### config.mk
export PLATFORM = sky130hd
export DESIGN_NAME = led_stack_gen_flat
export DESIGN_NICKNAME = d
export VERILOG_FILES = /design/src/rtl/led_stack_gen_pkg.sv /design/src/rtl/led_stack_gen_if.sv /design/src/rtl/led_stack_gen_tick_div.sv /design/src/rtl/led_stack_gen.sv /design/src/flat_wrapper.sv
export SDC_FILE = /design/constraint.sdc
export NUM_CORES = 1
export LEC_CHECK = 0
export CAP_MARGIN = 20
export CORE_ASPECT_RATIO = 1.2
export CORE_MARGIN = 5
export CORE_UTILIZATION = 58
export CTS_CLUSTER_SIZE = 28
export DETAILED_ROUTE_END_ITERATION = 16
export HOLD_SLACK_MARGIN = 0.02
export PLACE_DENSITY = 0.84
export RECOVER_POWER = 50
export SETUP_SLACK_MARGIN = 0.05
export SLEW_MARGIN = 10
export SYNTH_ARGS = -nofsm -noshare
export SYNTH_HDL_FRONTEND = slang
export SYNTH_SLANG_ARGS = --single-unit
### constraint.sdc
create_clock -name clk -period 2.5 [get_ports clk]
set_clock_uncertainty 0.15 [all_clocks]
set_input_delay 0.5 -clock clk [delete_from_list [all_inputs] [get_ports clk]]
set_output_delay 0.5 -clock clk [all_outputs]
set_load 0.02 [all_outputs]
### src/rtl/led_stack_gen_pkg.sv
// Shared types and constants for the TM1638 LED stacking pattern generator.
package led_pkg;

  // Animation phases: LOAD waits for the first tick of a sequence, MOVE walks
  // the dot and stacks it, DRAIN empties the full bar one LED per step.
  typedef enum logic [1:0] {
    LOAD  = 2'd0,
    MOVE  = 2'd1,
    DRAIN = 2'd2
  } led_st_e;

  // dir input encoding
  localparam logic DIR_MSB_ENTRY = 1'b0;  // dot enters at MSB, stacks at LSB
  localparam logic DIR_LSB_ENTRY = 1'b1;  // dot enters at LSB, stacks at MSB

  // mode input encoding
  localparam logic MODE_CLEAR = 1'b0;     // full bar clears in one step
  localparam logic MODE_DRAIN = 1'b1;     // full bar drains one LED per step

endpackage

### src/rtl/led_stack_gen_if.sv
// Control/status bundle between a pattern consumer and led_stack_gen.
interface led_stack_gen_if #(
  parameter int WIDTH = 8
);
  logic             en;
  logic             dir;
  logic             mode;
  logic [WIDTH-1:0] led;
  logic             step;
  logic             done;

  modport master (output en, dir, mode, input  led, step, done);
  modport slave  (input  en, dir, mode, output led, step, done);
endinterface

### src/rtl/led_stack_gen_tick_div.sv
// Step-rate prescaler: one tick every PRESC enabled clocks. The count is held
// (not cleared) while en is low, so resuming keeps the same phase.
module led_tick_div #(
  parameter int PRESC = 1
) (
  input  logic clk,
  input  logic rs_n,
  input  logic en,
  output logic tick
);
  localparam int              CNTW = (PRESC > 1) ? $clog2(PRESC) : 1;
  localparam logic [CNTW-1:0] LAST = CNTW'(PRESC - 1);

  logic [CNTW-1:0] r_cnt;
  logic            w_wrap;

  assign w_wrap = (r_cnt == LAST);
  assign tick   = en & w_wrap;

  // Free-running 0..PRESC-1 counter, advancing only while enabled.
  always_ff @(posedge clk or negedge rs_n) begin
    if (!rs_n)   r_cnt <= '0;
    else if (en) r_cnt <= w_wrap ? '0 : r_cnt + CNTW'(1);
  end
endmodule

### src/rtl/led_stack_gen.sv
// LED stacking animation: a dot travels from the entry end and lands on the
// stack at the far end; a full bar is cleared or drained depending on mode.
module led_stack_gen
  import led_pkg::*;
#(
  parameter int WIDTH = 8,
  parameter int PRESC = 1,
  parameter int CW    = $clog2(WIDTH)
) (
  input  logic clk,
  input  logic rs_n,
  led_stack_gen_if.slave io_bus
);
  localparam logic [WIDTH-1:0] ONES = '1;
  localparam logic [WIDTH-1:0] LSB1 = WIDTH'(1);
  localparam logic [WIDTH-1:0] MSB1 = {1'b1, {(WIDTH-1){1'b0}}};
  localparam logic [CW-1:0]    KMAX = CW'(WIDTH - 1);

  // Single lit bit at the entry end for the given direction.
  function automatic logic [WIDTH-1:0] f_entry(input logic d);
    return (d == DIR_LSB_ENTRY) ? LSB1 : MSB1;
  endfunction

  // One position toward the stack side.
  function automatic logic [WIDTH-1:0] f_shift(input logic [WIDTH-1:0] x, input logic d);
    return (d == DIR_LSB_ENTRY) ? (x << 1) : (x >> 1);
  endfunction

  led_st_e          r_st,   w_st_nxt;
  logic [WIDTH-1:0] r_z,    w_z_nxt;     // stacked LEDs
  logic [WIDTH-1:0] r_v,    w_v_nxt;     // travelling dot
  logic [CW-1:0]    r_k,    w_k_nxt;     // landing distance of current dot
  logic [CW-1:0]    r_n,    w_n_nxt;     // distance travelled so far
  logic             r_dirq, w_dirq_nxt;  // direction latched at LOAD
  logic [WIDTH-1:0] r_led;
  logic             r_step, r_done, w_done_nxt;
  logic             w_tick;
  logic [WIDTH-1:0] w_zsh;

  led_tick_div #(.PRESC(PRESC)) u_div (
    .clk  (clk),
    .rs_n (rs_n),
    .en   (io_bus.en),
    .tick (w_tick)
  );

  assign w_zsh = f_shift(r_z, r_dirq);

  // Registered state and outputs; led/step/done update together on the tick edge.
  always_ff @(posedge clk or negedge rs_n) begin
    if (!rs_n) begin
      r_st   <= LOAD;
      r_z    <= '0;
      r_v    <= '0;
      r_k    <= KMAX;
      r_n    <= '0;
      r_dirq <= DIR_MSB_ENTRY;
      r_led  <= '0;
      r_step <= 1'b0;
      r_done <= 1'b0;
    end else begin
      r_st   <= w_st_nxt;
      r_z    <= w_z_nxt;
      r_v    <= w_v_nxt;
      r_k    <= w_k_nxt;
      r_n    <= w_n_nxt;
      r_dirq <= w_dirq_nxt;
      r_led  <= w_z_nxt | w_v_nxt;
      r_step <= w_tick;
      r_done <= w_done_nxt;
    end
  end

  // Next-state logic; everything holds unless a tick arrives.
  always_comb begin
    w_st_nxt   = r_st;
    w_z_nxt    = r_z;
    w_v_nxt    = r_v;
    w_k_nxt    = r_k;
    w_n_nxt    = r_n;
    w_dirq_nxt = r_dirq;
    w_done_nxt = 1'b0;
    if (w_tick) begin
      unique case (r_st)
        LOAD: begin
          w_dirq_nxt = io_bus.dir;
          w_v_nxt    = f_entry(io_bus.dir);
          w_n_nxt    = '0;
          w_st_nxt   = MOVE;
        end
        MOVE: begin
          if (r_n < r_k) begin
            w_v_nxt = f_shift(r_v, r_dirq);
            w_n_nxt = r_n + CW'(1);
          end else if (r_k != '0) begin
            // land and launch the next dot in the same step
            w_z_nxt = r_z | r_v;
            w_v_nxt = f_entry(r_dirq);
            w_k_nxt = r_k - CW'(1);
            w_n_nxt = '0;
          end else if (io_bus.mode == MODE_CLEAR) begin
            w_z_nxt    = '0;
            w_v_nxt    = '0;
            w_k_nxt    = KMAX;
            w_n_nxt    = '0;
            w_done_nxt = 1'b1;
            w_st_nxt   = LOAD;
          end else begin
            // the full-point step already removes the first entry-side LED,
            // so the drain finishes WIDTH steps after the bar fills
            w_z_nxt  = f_shift(ONES, r_dirq);
            w_v_nxt  = '0;
            w_st_nxt = DRAIN;
          end
        end
        DRAIN: begin
          w_z_nxt = w_zsh;
          if (w_zsh == '0) begin
            w_k_nxt    = KMAX;
            w_n_nxt    = '0;
            w_done_nxt = 1'b1;
            w_st_nxt   = LOAD;
          end
        end
        default: w_st_nxt = LOAD;
      endcase
    end
  end

  assign io_bus.led  = r_led;
  assign io_bus.step = r_step;
  assign io_bus.done = r_done;
endmodule

### src/flat_wrapper.sv
// flat-port wrapper written by rule: the top's interface ports become plain ports
module led_stack_gen_flat import led_pkg::*;
#(
  parameter int WIDTH = 8,
  parameter int PRESC = 1,
  parameter int CW    = $clog2(WIDTH)
)
  (clk, rs_n, io_bus_en, io_bus_dir, io_bus_mode, io_bus_led, io_bus_step, io_bus_done);
  led_stack_gen_if #(.WIDTH(WIDTH)) io_bus_i ();
  input  logic clk;
  input  logic rs_n;
  input wire logic [$bits(io_bus_i.en)-1:0] io_bus_en;
  input wire logic [$bits(io_bus_i.dir)-1:0] io_bus_dir;
  input wire logic [$bits(io_bus_i.mode)-1:0] io_bus_mode;
  output wire logic [$bits(io_bus_i.led)-1:0] io_bus_led;
  output wire logic [$bits(io_bus_i.step)-1:0] io_bus_step;
  output wire logic [$bits(io_bus_i.done)-1:0] io_bus_done;
  assign io_bus_i.en = io_bus_en;
  assign io_bus_i.dir = io_bus_dir;
  assign io_bus_i.mode = io_bus_mode;
  assign io_bus_led = io_bus_i.led;
  assign io_bus_step = io_bus_i.step;
  assign io_bus_done = io_bus_i.done;
  led_stack_gen #(.WIDTH(WIDTH), .PRESC(PRESC), .CW(CW)) u_core (.clk(clk), .rs_n(rs_n), .io_bus(io_bus_i));
endmodule
==> run summary <==
In the finished design, the share of the clock period the worst path needs comes to 0.9428. The number of buffers between clock root and the deepest sink is 2. The leakage component of the power came out at 1.196 nW. The wire length of the first global-routing pass is 8.376 mm.

The number of synthesized flops with an enable pin is 0. Summed over all layers, the global routing overflow is 0. The detailed placer's ending HPWL is between 3 and 4 mm. The count of inserted antenna diode cells is 0.

The area of all placed cells without fillers came out at 2338 µm². The synthesized design spends more area on one cell type than any other, namely sky130_fd_sc_hd__dfrtp_1. The number of antenna violations at the first check in global routing came out at 0. Along the worst path, the maximum fanout reaches 10.

In the layout the commonest cells are sky130_fd_sc_hd__dfrtp_1 (32), sky130_fd_sc_hd__nand2_1 (20), sky130_fd_sc_hd__nor2_1 (16). The initial standard-cell utilization of the core came out at 0.6142. The pin count of the biggest net entering global routing is 36. Once the clock tree was built, the setup fixing pass inserted 0 buffers. The largest vdd supply drop is between 0.0005 and 0.0006 V. The power density of the placed cells came out at 895.3 nW/µm².

In this run, post-CTS hold repair placed 0 buffers. The width of the die is approximately 65 µm. The slew at the pin closest to its max-slew limit is 0.8665 ns. Subtracting the final worst setup slack from the clock period gives 2.357 ns. The class of the worst hold path is register to register. The final layout contains routed wiring with a total length of 4.848 mm.

The count of cells resized by post-cts repair is 0. The area of the core region came out at 3396 µm². The fmax came out at 424.3 MHz.

The library cell used most frequently in the layout, excluding fill and tap cells, is sky130_fd_sc_hd__dfrtp_1. The critical path is of the register to register type. In this run the count of I/O pins placed on the die edge is 15. The remaining max-slew budget at the tightest pin came out at 0.4223.

The via count of the first global-routing pass came out at ~1800. Setup violations remaining at the end of the flow were counted as 0. CTS saw 35 sinks. The area of the mapped netlist came out at 2086 µm². The Yosys warning count came out at 0. The max-slew violation total from the final report was 0.

The post-synthesis cell type count is a little under 50. The post-synthesis instance total is 206. The count of nets left with antenna violations after detail routing is 0. Row generation in the floorplan step produced 23 rows. At the end of routability-driven placement, the weighted congestion stood at about 0.94. The async set-reset flop share out of synthesis is 1.000. In the routed layout, each cell is associated on average with a via count of between 6 and 7.

At the end of the flow, the number of nets in the layout was 239. The number of nets produced by synthesis came out at 221. The die height came out at 75.69 µm. The filler cells instantiated in the layout total 260. The die area is around 4900 µm². The number of vias in the routed layout is 1664.

The standard cell area after detailed placement is 2250 µm². The H-tree was split into 2 levels. For the worst-skew pair, the clock arrives at the later sink with an insertion delay of 0.29 ns. The post-synthesis sequential area ratio is 0.4217. The pre-antenna-repair detailed-routing pass consisted of 5 iterations.

For the worst setup path, the data arrival time is ~2.4 ns. The share of layout cells above drive strength 1 is 0.1384. TritonCTS built the clock tree.

The clock transition at the registers of the reported paths came out at about 0.070 ns. The number of port buffers is 14. Max-cap violations in this run came to 0.

The reg2reg setup slack came out at 0.14 ns. After synthesis, the cell types taking the most area are sky130_fd_sc_hd__dfrtp_1 (38%), sky130_fd_sc_hd__mux2i_1 (6.7%), sky130_fd_sc_hd__ha_1 (6.0%). The DRC violation count after routing came out at 0. The final setup TNS is 0 ns. After the first detailed-routing iteration, the DRC count stood at 96.

The average wire per cell in the routed design is ~19 µm. The worst endpoint required time came out at 2.56 ns. The worst setup path is captured at a register. The number of hold-slack violations in the final timing report is 0. The cell at the root of the clock tree is sky130_fd_sc_hd__clkbuf_8. TritonCTS created 5 clock buffers. The number of register bits inferred by synthesis came out at 35. The worst setup path is launched from a register. The total routing usage reported by global routing came out at 0.2267. The predominant post-synthesis flop cell is sky130_fd_sc_hd__dfrtp_1. The run finished with clean final reports. The synthesis-to-layout area growth is 12.12%. The area share of the largest cell type after synthesis came out at 0.3839.

The mean post-synth cell area came out at slightly above 10 µm². Setup repair after global routing could not meet its margin everywhere.
==> critical path, cell delays in order (launching register included) <==
cell and delay (ns):
sky130_fd_sc_hd__dfstp_2 0.57, sky130_fd_sc_hd__inv_1 0.07, sky130_fd_sc_hd__ha_1 0.30, sky130_fd_sc_hd__nand2_1 0.08, sky130_fd_sc_hd__o21ai_2 0.44, sky130_fd_sc_hd__nand2_1 0.16
sky130_fd_sc_hd__or3_1 0.33, sky130_fd_sc_hd__a21oi_1 0.17
==> routing by layer <==
metal	wire length (µm)	track usage
met3	188	0.05162
met1	1919	0.2472
met5	0	0
met4	96	0.1103
met2	2644	0.4182
==> sequential cells by signal, summed over array words and instances, names as in the netlist <==
signal	count
u_core.io_bus.led	8
u_core.r_v	8
u_core.r_z	8
u_core.r_k	3
u_core.r_n	3
u_core.r_st	2
u_core.io_bus.done	1
u_core.io_bus.step	1
u_core.r_dirq	1
==> per-stage QoR <==
stage | instances | worst slack (ns) | utilization | hold slack (ns) | power (W)
floorplan | 206 | 0.4580 | - | 0.05441 | 0.001434
global placement | 254 | 0.2267 | 0.6625 | 0.3406 | 0.001631
detailed placement | 254 | 0.05646 | 0.6625 | 0.3438 | 0.001681
CTS | 261 | 0.06431 | 0.6883 | 0.3679 | 0.002099
global route | 261 | 0.04723 | 0.6887 | 0.4095 | 0.002231
finish | 261 | 0.1429 | 0.6887 | 0.3736 | 0.002094
==> area by class of cell <==
class,count,area (µm²),area share
Multi-Input combinational cell,151,1094,0.4676
Tap cell,37,46.29,0.01980
Timing Repair Buffer,23,201.4,0.08614
Clock buffer,6,82.58,0.03531
Sequential cell,35,879.6,0.3761
Inverter,8,30.03,0.01284
Clock inverter,1,5.005,0.002140
==> kinds of logic (layout without fill, tap and decap cells) <==
| group | Yosys count | count (layout) | synth area share |
|---|---|---|---|
| and+or+nand+nor | 64 | 64 | 0.1674 |
| adders and majority gates | 10 | 10 | 0.05999 |
| muxes | 14 | 14 | 0.06718 |
| DFF | 35 | 35 | 0.4217 |
| buffers and inverters | 20 | 38 | 0.05759 |
| AOI/OAI and AO/OA | 63 | 63 | 0.2262 |
==> final timing paths <==
kind	cells past startpoint	start	endpoint
setup / recovery	7	u_core.r_k[2]$_DFFE_PN1P_	u_core.io_bus.done$_DFF_PN0_
hold / removal	2	u_core.r_z[7]$_DFF_PN0_	u_core.r_z[7]$_DFF_PN0_
setup reg to reg	7	u_core.r_k[2]$_DFFE_PN1P_	u_core.io_bus.done$_DFF_PN0_
hold reg to reg	2	u_core.r_z[7]$_DFF_PN0_	u_core.r_z[7]$_DFF_PN0_
max in group asynchronous	2	rs_n	u_core.r_z[7]$_DFF_PN0_
min in group asynchronous	2	rs_n	u_core.r_z[6]$_DFF_PN0_
==> cell usage after synthesis, drive strengths merged (2+ instances only) <==
cell type and instances:
ha 10, o211ai 2, and3 2, o21ai 9, a21o 15, nand3 4
mux2i 14, dfrtp 32, nand3b 3, a211o 6, a21oi 10, a41o 2
dfstp 3, a41oi 2, inv 7, nor2b 3, nand4 5, o31a 2
nor2 16, o22ai 2, nand2 21, buf 12, nand2b 3, a31oi 7
==> power breakdown <==
part	total, W	internal (W)	switching, W
Sequential	0.000836	0.000715	0.000121
Combinational	0.000842	0.000358	0.000484
Clock	0.000415	0.000216	0.000199
Total	0.00209	0.00129	0.000805
Note: power is estimated with default switching activity, not from simulation.
